<file path="config.mk">
export PLATFORM = sky130hd
export DESIGN_NAME = video_timing_gen
export DESIGN_NICKNAME = d
export VERILOG_FILES = /design/src/rtl/video_pkg.sv /design/src/rtl/video_cell_addr.sv /design/src/rtl/video_timing_gen.sv
export SDC_FILE = /design/constraint.sdc
export NUM_CORES = 1
export LEC_CHECK = 0
export CAP_MARGIN = 30
export CORE_ASPECT_RATIO = 2
export CORE_MARGIN = 1
export CORE_UTILIZATION = 25
export DETAILED_ROUTE_END_ITERATION = 7
export MAX_ROUTING_LAYER = met4
export PLACE_DENSITY_LB_ADDON = 0.05
export RECOVER_POWER = 100
export SETUP_SLACK_MARGIN = 0.2
export SYNTH_ARGS = -nofsm -noshare
export SYNTH_HDL_FRONTEND = slang
export SYNTH_SLANG_ARGS = --single-unit
</file>
<file path="constraint.sdc">
create_clock -name clk -period 3.7 [get_ports clk]
set_clock_uncertainty 0.05 [all_clocks]
set_input_delay 0.37 -clock clk [delete_from_list [all_inputs] [get_ports clk]]
set_output_delay 0.37 -clock clk [all_outputs]
set_load 0.01 [all_outputs]
</file>
<file path="src/rtl/video_pkg.sv">
// Timing constants and width helpers shared by the raster timing generator.
package video_pkg;

  // NTSC composite defaults (clock counts at the pixel clock)
  localparam int NTSC_H_TOTAL = 2038;
  localparam int NTSC_HS_WID  = 150;
  localparam int NTSC_CB_ST   = 168;
  localparam int NTSC_CB_ND   = 248;
  localparam int NTSC_ASTART  = 371;
  localparam int NTSC_PIX_DIV = 6;
  localparam int NTSC_CELL_W  = 8;
  localparam int NTSC_COLS    = 32;
  localparam int NTSC_CELL_H  = 8;
  localparam int NTSC_ROWS    = 25;
  localparam int NTSC_V_TOTAL = 262;
  localparam int NTSC_BK_TOP  = 16;
  localparam int NTSC_VS_LIN  = 248;
  localparam int NTSC_VS_WID  = 1888;

  // PAL-60 alternate set: PAL subcarrier line length with 60 Hz field geometry
  localparam int PAL60_H_TOTAL = 2270;
  localparam int PAL60_HS_WID  = 167;
  localparam int PAL60_CB_ST   = 190;
  localparam int PAL60_CB_ND   = 268;
  localparam int PAL60_ASTART  = 420;
  localparam int PAL60_PIX_DIV = 6;
  localparam int PAL60_CELL_W  = 8;
  localparam int PAL60_COLS    = 32;
  localparam int PAL60_CELL_H  = 8;
  localparam int PAL60_ROWS    = 25;
  localparam int PAL60_V_TOTAL = 262;
  localparam int PAL60_BK_TOP  = 16;
  localparam int PAL60_VS_LIN  = 248;
  localparam int PAL60_VS_WID  = 2100;

  // Bits needed to hold 0..n-1, never less than one bit
  function automatic int cnt_w(input int n);
    return (n <= 1) ? 1 : $clog2(n);
  endfunction

endpackage

</file>
<file path="src/rtl/video_cell_addr.sv">
// Pixel divider, cell column counter and cell row/line addressing.
module video_cell_addr
  import video_pkg::*;
#(
  parameter int PIX_DIV = NTSC_PIX_DIV,
  parameter int CELL_W  = NTSC_CELL_W,
  parameter int COLS    = NTSC_COLS,
  parameter int CELL_H  = NTSC_CELL_H,
  parameter int ROWS    = NTSC_ROWS,
  parameter int HA_W    = cnt_w(COLS),
  parameter int CL_W    = cnt_w(CELL_H),
  parameter int VA_W    = cnt_w(ROWS)
) (
  input  logic            clk,
  input  logic            rst_n,
  input  logic            at_astart,  // current count is the first active clock position
  input  logic            act,        // current count lies inside the active window
  input  logic            line_end,   // last clock of an active line
  input  logic            v_first,    // first clock of the first active line
  input  logic [VA_W-1:0] row_sh,
  output logic            pixena,
  output logic            vload,
  output logic [HA_W-1:0] haddr,
  output logic [CL_W-1:0] cline,
  output logic [VA_W-1:0] vaddr
);

  localparam int DC_W = cnt_w(PIX_DIV);
  localparam int PC_W = cnt_w(CELL_W);

  logic [DC_W-1:0] dcnt_q, dcnt_d, dc;
  logic [PC_W-1:0] pcnt_q, pcnt_d, pc;
  logic [HA_W-1:0] hcell_q, hcell_d, hc;
  logic            pixena_q, pixena_d, vload_q, vload_d;
  logic [HA_W-1:0] haddr_q, haddr_d;
  logic [CL_W-1:0] cline_q, cline_d;
  logic [VA_W-1:0] vaddr_q, vaddr_d;
  logic            last_pix, last_pc;

  // Row index advance modulo ROWS (ROWS need not be a power of two)
  function automatic logic [VA_W-1:0] row_inc(input logic [VA_W-1:0] r);
    return (int'(r) >= ROWS - 1) ? '0 : r + VA_W'(1);
  endfunction

  // Divider/pixel/column counters restart at ASTART; addresses hold outside active
  always_comb begin
    dc       = at_astart ? '0 : dcnt_q;
    pc       = at_astart ? '0 : pcnt_q;
    hc       = at_astart ? '0 : hcell_q;
    last_pix = (int'(dc) == PIX_DIV - 1);
    last_pc  = (int'(pc) == CELL_W - 1);
    dcnt_d   = last_pix ? '0 : dc + DC_W'(1);
    pcnt_d   = pc;
    hcell_d  = hc;
    if (last_pix) begin
      pcnt_d = last_pc ? '0 : pc + PC_W'(1);
      if (last_pc) hcell_d = (int'(hc) == COLS - 1) ? '0 : hc + HA_W'(1);
    end
    pixena_d = act && (dc == '0);
    vload_d  = act && (dc == '0) && (pc == '0);
    haddr_d  = act ? hc : haddr_q;
    cline_d  = cline_q;
    vaddr_d  = vaddr_q;
    if (v_first) begin
      cline_d = '0;
      vaddr_d = row_sh;
    end else if (line_end) begin
      if (int'(cline_q) == CELL_H - 1) begin
        cline_d = '0;
        vaddr_d = row_inc(vaddr_q);
      end else begin
        cline_d = cline_q + CL_W'(1);
      end
    end
  end

  // Counter and output registers
  always_ff @(posedge clk or negedge rst_n) begin
    if (!rst_n) begin
      dcnt_q   <= '0;
      pcnt_q   <= '0;
      hcell_q  <= '0;
      pixena_q <= 1'b0;
      vload_q  <= 1'b0;
      haddr_q  <= '0;
      cline_q  <= '0;
      vaddr_q  <= '0;
    end else begin
      dcnt_q   <= dcnt_d;
      pcnt_q   <= pcnt_d;
      hcell_q  <= hcell_d;
      pixena_q <= pixena_d;
      vload_q  <= vload_d;
      haddr_q  <= haddr_d;
      cline_q  <= cline_d;
      vaddr_q  <= vaddr_d;
    end
  end

  assign pixena = pixena_q;
  assign vload  = vload_q;
  assign haddr  = haddr_q;
  assign cline  = cline_q;
  assign vaddr  = vaddr_q;

endmodule

</file>
<file path="src/rtl/video_timing_gen.sv">
// Raster H/V timing generator with optional interlace and per-field row scroll.
module video_timing_gen
  import video_pkg::*;
#(
  parameter int H_TOTAL = NTSC_H_TOTAL,
  parameter int HS_WID  = NTSC_HS_WID,
  parameter int CB_ST   = NTSC_CB_ST,
  parameter int CB_ND   = NTSC_CB_ND,
  parameter int ASTART  = NTSC_ASTART,
  parameter int PIX_DIV = NTSC_PIX_DIV,
  parameter int CELL_W  = NTSC_CELL_W,
  parameter int COLS    = NTSC_COLS,
  parameter int CELL_H  = NTSC_CELL_H,
  parameter int ROWS    = NTSC_ROWS,
  parameter int V_TOTAL = NTSC_V_TOTAL,
  parameter int BK_TOP  = NTSC_BK_TOP,
  parameter int VS_LIN  = NTSC_VS_LIN,
  parameter int VS_WID  = NTSC_VS_WID,
  parameter int HA_W    = cnt_w(COLS),
  parameter int CL_W    = cnt_w(CELL_H),
  parameter int VA_W    = cnt_w(ROWS)
) (
  input  logic            clk,
  input  logic            reset,
  input  logic            interlace,
  input  logic [VA_W-1:0] start_row,
  output logic            hs_n,
  output logic            vs_n,
  output logic            cb,
  output logic            active,
  output logic            pixena,
  output logic            vload,
  output logic [HA_W-1:0] haddr,
  output logic [CL_W-1:0] cline,
  output logic [VA_W-1:0] vaddr,
  output logic            field,
  output logic            line_start,
  output logic            frame_start
);

  localparam int HC_W   = cnt_w(H_TOTAL);
  localparam int VC_W   = cnt_w(V_TOTAL + 1);
  localparam int AW     = COLS * CELL_W * PIX_DIV;
  localparam int NLINES = ROWS * CELL_H;

  if (ASTART + AW > H_TOTAL) begin : g_bad_h
    $error("active window runs past the end of the line");
  end
  if (BK_TOP + NLINES > VS_LIN) begin : g_bad_v
    $error("active lines overlap the vsync line");
  end
  if (CB_ND > ASTART) begin : g_bad_cb
    $error("colorburst overlaps active video");
  end
  if (PIX_DIV < 2) begin : g_bad_div
    $error("pixel divider must be at least 2");
  end

  logic [HC_W-1:0] hcnt_q, hcnt_d;
  logic [VC_W-1:0] vcnt_q, vcnt_d;
  logic            field_q, field_d;
  logic            il_sh_q, il_sh_d;
  logic [VA_W-1:0] row_sh_q, row_sh_d, row_ld;
  logic            hs_n_q, hs_n_d, vs_n_q, vs_n_d, cb_q, cb_d;
  logic            active_q, active_d, ls_q, ls_d, fs_q, fs_d;
  logic            h_wrap, v_wrap, v_act, h_act, at_astart, line_end, v_first;
  int              vmax;

  // Counters, field wrap and shadow loads
  always_comb begin
    vmax     = field_q ? V_TOTAL : V_TOTAL - 1;
    h_wrap   = (int'(hcnt_q) == H_TOTAL - 1);
    v_wrap   = h_wrap && (int'(vcnt_q) == vmax);
    // start_row is at most 2*ROWS-1, so one conditional subtract reduces it
    row_ld   = (int'(start_row) >= ROWS) ? VA_W'(int'(start_row) - ROWS) : start_row;
    hcnt_d   = h_wrap ? '0 : hcnt_q + HC_W'(1);
    vcnt_d   = vcnt_q;
    field_d  = field_q & il_sh_q;
    il_sh_d  = il_sh_q;
    row_sh_d = row_sh_q;
    if (h_wrap) vcnt_d = v_wrap ? '0 : vcnt_q + VC_W'(1);
    if (v_wrap) begin
      il_sh_d  = interlace;
      row_sh_d = row_ld;
      field_d  = interlace & ~field_q;
    end
  end

  // Timing decodes of the current count, registered one clock later
  always_comb begin
    hs_n_d    = !(int'(hcnt_q) < HS_WID);
    vs_n_d    = !((int'(vcnt_q) == VS_LIN) && (int'(hcnt_q) < VS_WID));
    cb_d      = (int'(hcnt_q) >= CB_ST) && (int'(hcnt_q) < CB_ND);
    ls_d      = (hcnt_q == '0);
    fs_d      = (hcnt_q == '0) && (vcnt_q == '0);
    v_act     = (int'(vcnt_q) >= BK_TOP) && (int'(vcnt_q) < BK_TOP + NLINES);
    h_act     = (int'(hcnt_q) >= ASTART) && (int'(hcnt_q) < ASTART + AW);
    active_d  = v_act && h_act;
    at_astart = (int'(hcnt_q) == ASTART);
    line_end  = v_act && h_wrap;
    v_first   = (int'(vcnt_q) == BK_TOP) && (hcnt_q == '0);
  end

  // State and output registers
  always_ff @(posedge clk or negedge reset) begin
    if (!reset) begin
      hcnt_q   <= '0;
      vcnt_q   <= '0;
      field_q  <= 1'b0;
      il_sh_q  <= 1'b0;
      row_sh_q <= '0;
      hs_n_q   <= 1'b1;
      vs_n_q   <= 1'b1;
      cb_q     <= 1'b0;
      active_q <= 1'b0;
      ls_q     <= 1'b0;
      fs_q     <= 1'b0;
    end else begin
      hcnt_q   <= hcnt_d;
      vcnt_q   <= vcnt_d;
      field_q  <= field_d;
      il_sh_q  <= il_sh_d;
      row_sh_q <= row_sh_d;
      hs_n_q   <= hs_n_d;
      vs_n_q   <= vs_n_d;
      cb_q     <= cb_d;
      active_q <= active_d;
      ls_q     <= ls_d;
      fs_q     <= fs_d;
    end
  end

  video_cell_addr #(
    .PIX_DIV(PIX_DIV), .CELL_W(CELL_W), .COLS(COLS), .CELL_H(CELL_H), .ROWS(ROWS),
    .HA_W(HA_W), .CL_W(CL_W), .VA_W(VA_W)
  ) u_cell (
    .clk      (clk),
    .rst_n    (reset),
    .at_astart(at_astart),
    .act      (active_d),
    .line_end (line_end),
    .v_first  (v_first),
    .row_sh   (row_sh_q),
    .pixena   (pixena),
    .vload    (vload),
    .haddr    (haddr),
    .cline    (cline),
    .vaddr    (vaddr)
  );

  assign hs_n        = hs_n_q;
  assign vs_n        = vs_n_q;
  assign cb          = cb_q;
  assign active      = active_q;
  assign field       = field_q;
  assign line_start  = ls_q;
  assign frame_start = fs_q;

endmodule

</file>
======== Yosys cells after proc, flatten, opt, wreduce, memory -nomap -nowiden ========
Cells that the tools add are included.
word-level totals
  register bits ........................... 59
  input port bits ......................... 8
  output and inout port bits .............. 22
operators by class
  add/sub/neg operators ................... 8
  order comparisons ....................... 10
  eq/ne operators ......................... 9
  mux-type cells .......................... 21
  bitwise gates (word level) .............. 3
  reduce and logical (&&, ||, !) cells .... 20
operator list
  cell                                                                    count
  5-bit 2-to-1 mux                                                        9
  3-bit 2-to-1 mux                                                        8
  11-bit < comparator, second input constant                              2
  11-bit by 8-bit < comparator with 1-bit output, second input constant   2
  11-bit by 1-bit adder with 11-bit output, second input constant         1
  11-bit by 10-bit == test with 1-bit output, second input constant       1
  11-bit by 5-bit == test with 1-bit output, second input constant        1
  11-bit by 8-bit >= comparator with 1-bit output, second input constant  1
  11-bit by 9-bit >= comparator with 1-bit output, second input constant  1
  1-bit logical AND                                                       11
  11-bit zero test                                                        1
  11-bit 2-to-1 mux                                                       1
  5-bit by 1-bit adder with 5-bit output, second input constant           2
  5-bit >= comparator, second input constant                              2
  3-bit by 1-bit adder with 3-bit output, second input constant           3
  9-bit by 1-bit adder with 9-bit output, second input constant           1
  9-bit by 6-bit == test with 1-bit output, second input constant         1
  9-bit == test                                                           1
  9-bit == test, second input constant                                    1
  9-bit by 5-bit >= comparator with 1-bit output, second input constant   1
  9-bit zero test                                                         1
  9-bit by 8-bit < comparator with 1-bit output, second input constant    1
  9-bit 2-to-1 mux                                                        1
  3-bit by 1-bit == test with 1-bit output, second input constant         2
  11 further kinds                                                        15

======== Depth between registers and ports, before layout ========
  depth after elaboration ................. 6
  depth in mapped cells ................... 12

======== By module ========
A second synthesis with hierarchy kept.
unflattened totals
  cells, all modules ...................... 309
  area, all modules ....................... 3220.6 um2
modules (own cells, without submodules)
  module            instances  cells each  area each (um2)  sequential area each (um2)
  video_timing_gen  1          189         1893.1           828.3
  video_cell_addr   1          120         1327.5           650.6

======== Worst setup path before layout ========
OpenSTA, ideal clock, no wires.
  kind .................................... register to register
  from .................................... reg hcnt_q[0]
  to ...................................... reg u_cell.hcell_q[2]
  data arrival time ....................... 2101 ps
  required time ........................... 3572 ps
  path slack .............................. 1471 ps
  cell stages (with the launch flop) ...... 13
  path buffers ............................ 0
  period minus slack after synthesis ...... 2229 ps
  cell sequence ........................... dfrtp_1 -> ha_1 -> nand2_1 -> nor3_1 -> nand3_1 -> and2_1 -> ha_1 -> nand2_1 -> nor3_1 -> ha_1 -> nor2_1 -> nand3_1 -> a21oi_1
on the way
  word-level cells in the longest chain between the ends .. 6
  elaborated cells on any way between the ends .. 11
  those cells by class .................... add/sub (1); eq/ne (4); mux (6)
RTL lines
  what                                                                                                       RTL line                 RTL
  start, declared                                                                                            video_timing_gen.sv:59   logic [HC_W-1:0] hcnt_q, hcnt_d;
  start signal, assigned                                                                                     video_timing_gen.sv:119  hcnt_q <= hcnt_d;
  11-bit by 10-bit == test with 1-bit output (*)                                                             video_timing_gen.sv:99   at_astart = (int'(hcnt_q) == ASTART);
  5-bit 2-to-1 mux (*)                                                                                       video_cell_addr.sv:49    hc = at_astart ? '0 : hcell_q;
  via u_cell.hc[0]                                                                                           video_cell_addr.sv:33    logic [HA_W-1:0] hcell_q, hcell_d, hc;
  5-bit by 1-bit adder with 5-bit output / 5-bit by 1-bit == test with 1-bit output (equally long branches)  video_cell_addr.sv:57    if (last_pc) hcell_d = (int'(hc) == COLS - 1) ? '0 : hc + HA_W'(1);
  5-bit 2-to-1 mux (*) (2 in series)                                                                         video_cell_addr.sv:57
  5-bit 2-to-1 mux (*)                                                                                       video_cell_addr.sv:55    if (last_pix) begin
  via u_cell.hcell_d[2]                                                                                      video_cell_addr.sv:33
  end signal, assigned                                                                                       video_cell_addr.sv:91    hcell_q <= hcell_d;
  end, declared                                                                                              video_cell_addr.sv:33
Mark *: on every way through the listed nets, which the timed path passes. The rest lies on a longest branch.
A chain may end at the register's enable or synchronous reset.

======== Worst setup path in the final report ========
  from .................................... reg vcnt_q[4]
  to ...................................... reg row_sh_q[1]
on the way
  word-level cells in the longest chain between the ends .. 2
RTL lines
  what                    RTL line                 RTL
  start, declared         video_timing_gen.sv:60   logic [VC_W-1:0] vcnt_q, vcnt_d;
  start signal, assigned  video_timing_gen.sv:120  vcnt_q <= vcnt_d;
  9-bit == test           video_timing_gen.sv:73   v_wrap = h_wrap && (int'(vcnt_q) == vmax);
  1-bit logical AND       video_timing_gen.sv:73
  end signal, assigned    video_timing_gen.sv:123  row_sh_q <= row_sh_d;
  end, declared           video_timing_gen.sv:63   logic [VA_W-1:0] row_sh_q, row_sh_d, row_ld;
Every way passes these cells.

==> run metrics <==
status complete, but fails checks; failing checks capacitance limit, slew limit; Pwr Density 405 mW/mm2; unrepaired setup endpoints after global routing false; Worst-Skew Late Latency 330 ps; Worst IR Drop VDD 0.000228 V; H-tree depth 3; cts repair resizes 0; CP startpoint kind flop; Crit Path Max Fanout 17; Rel. slew slack -0.140; fillers 1246; Hold Buf Count CTS 0; post-layout util 0.315; clk sinks 59; Syn Nets 345; arrival time worst endpoint 3120 ps; Worst-Margin Slew 1710 ps; DIE WIDTH 81.1 um; Root Buffer clkbuf_16; ys async rst share 1.00; sequential area share after synthesis 0.473; RD Place Congestion 0.767; cell type group with the largest total delay on the critical path simple AND/OR/NAND/NOR gates; DR vias 2428; cell count after synthesis 321; Post-synth EDFFs 0; Area Overhead vs Synth 22.9%; setup violators final 0; number of global-route vias before repair 2556; Synth Cell Area 0.00313 mm2; slowest CP cell nor4_2; TritonRoute pass-1 iters 4; # diodes 0; area of placed instances 0.00356 mm2; Synth top cells by count dfrtp_1 (57), nor2_1 (30), nand2_1 (24); CTS tree done; initial antenna violation count 0; Seq cells post-synth 59; wire length per cell 16.2 um; Die H 160 um; HP Class in2async; Rows 57; Port Buf Inserts 29; share of post-route cells with drive strength above 1 0.0787; final cycle utilization of the critical path 0.799; Most used DFF post-synth dfrtp_1; Avg Inst Size Synth 9.74 um2; synth top area cells dfrtp_1 (46%), ha_1 (6.4%), nor2_1 (3.6%), o21ai_0 (2.9%), nand2_1 (2.9%); Crit path largest cell delay 1040 ps; pre-CTS setup slack 849 ps; Setup Buffers After CTS 0; post-synth cell types 49; Synth Warn # 0; vias per cell 4.83; final wirelength 8140 um; starting density of the core 0.256; Synth top area share 0.456; Worst Path Buf+Inv 0; Post-DRT Antenna Nets 0; drt drc 0; CTS clk-pin slew, worst paths 50 ps; Max Slew Vio Count 31; CP Class reg2reg; total congestion overflow 0; TritonCTS Buffers 9; min Tclk post-route 2960 ps; Pleak 0.00182 uW; global-route usage over all layers 0.143; largest net degree at the start of global routing 31; die area 0.0130 mm2; Required @ worst endpoint 3860 ps; max_cap viols 1; first-pass GRT wire length 13100 um; count leader, synth dfrtp_1; DRT iter0 DRCs 100; Final Net Count 375; CTS max path bufs 2; dominant cell type by area after synthesis dfrtp_1; # IOs 30; Placeable Area 0.0122 mm2; Finished Cell Area 0.00384 mm2; final hold violations 0; post-DP HPWL 6070 um; setup tns final 0 ps; critical-path cell list or3_1 -> or4_4 -> nor4_2 -> o211ai_1 -> o21a_1; Setup WS post-layout 743 ps; Max Clk Rate 0.338 GHz; Critical Path Sink Type flop
## path summary, 6_finish.rpt
| path | from | to | slack [ps] | depth (start not counted) |
|---|---|---|---|---|
| min in group clk | u_cell.haddr[3] | u_cell.haddr[3] | 440 | 2 |
| worst max-delay path | vcnt_q[4] | row_sh_q[1] | 740 | 5 |
| worst max register to register | vcnt_q[4] | row_sh_q[1] | 740 | 5 |
| worst min-delay path | reset | u_cell.vaddr[3] | 430 | 1 |
| worst min register to register | u_cell.haddr[3] | u_cell.haddr[3] | 440 | 2 |
| max in group asynchronous | reset | vcnt_q[6] | 1580 | 2 |
## registers in the layout, indices dropped and copies added, names as in the netlist
signal / cells
vcnt_q: 9
row_sh_q: 5
u_cell.dcnt_q: 3
u_cell.pcnt_q: 3
u_cell.hcell_q: 5
u_cell.pixena: 1
hs_n: 1
vs_n: 1
frame_start: 1
u_cell.cline: 3
u_cell.vaddr: 5
active: 1
hcnt_q: 11
field: 1
il_sh_q: 1
cb: 1
line_start: 1
u_cell.haddr: 5
u_cell.vload: 1
## power breakdown
part           internal (uW)  switching, uW  total, uW  leakage [uW]
Sequential               646              0        646      0.000762
Combinational           9.30           21.0       30.3      0.000904
Clock                    587            292        879      0.000150
Total                   1240            313       1560       0.00182
## placed cells by master (no fill, tap or decap), drive strengths merged, types with 2 or more instances in the layout
master         count
xor2               7
o21ai             18
nand2             24
o21a               4
nor3               5
dfrtp             57
o22a               3
clkinv             2
and2               4
nand3             17
or3                3
nor4               4
nor3b              2
nand4b             2
and3               9
nand2b             3
inv               21
mux2               6
clkbuf            16
nand4              9
xnor2              8
nor2              30
or4                2
ha                16
dfstp              2
nand3b             5
bufinv             2
o31ai              8
clkdlybuf4s50      6
nor2b              4
o211ai             2
mux2i              6
a21oi             16
dlygate4sd3       22
## per-stage QoR
| stage | cells | power, uW | hold slack (ps) |
|---|---|---|---|
| 2_1_floorplan | 321 | 663 | 24.4 |
| 3_3_place_gp | 487 | 689 | 407 |
| 3_5_place_dp | 487 | 690 | 424 |
| 4_1_cts | 503 | 1590 | 65.9 |
| 5_1_grt | 503 | 1620 | 461 |
| 6_report | 503 | 1560 | 431 |
## cell families (layout without fill, tap and decap cells)
| kind of cell | Yosys count | count (layout) | synth area share |
|---|---|---|---|
| AOI/OAI and AO/OA | 59 | 59 | 0.120 |
| xor gates and xnor gates | 15 | 15 | 0.0420 |
| adders and majority gates | 16 | 16 | 0.0640 |
| buffers and inverters | 35 | 70 | 0.0472 |
| DFF | 59 | 59 | 0.473 |
| muxes | 12 | 12 | 0.0408 |
| and+or+nand+nor | 125 | 125 | 0.213 |
## cell type report
cell class	count	area, um2	area share
inverter	21	78.8	0.0205
multi-input combinational	227	1490	0.388
clock buffer	11	233	0.0605
tap	147	184	0.0479
clock inverter	5	77.6	0.0202
sequential	59	1480	0.385
timing repair buffer	33	300	0.0781
## routing by layer
metal	global-route usage	wire length [um]	vias to the layer above
li1	-	-	1187
met1	0.138	3000	1179
met2	0.249	4610	45
met3	0.0229	189	17
met4	0.0974	332	0
met5	-	0	-
Power figures use the tool's default switching activity.
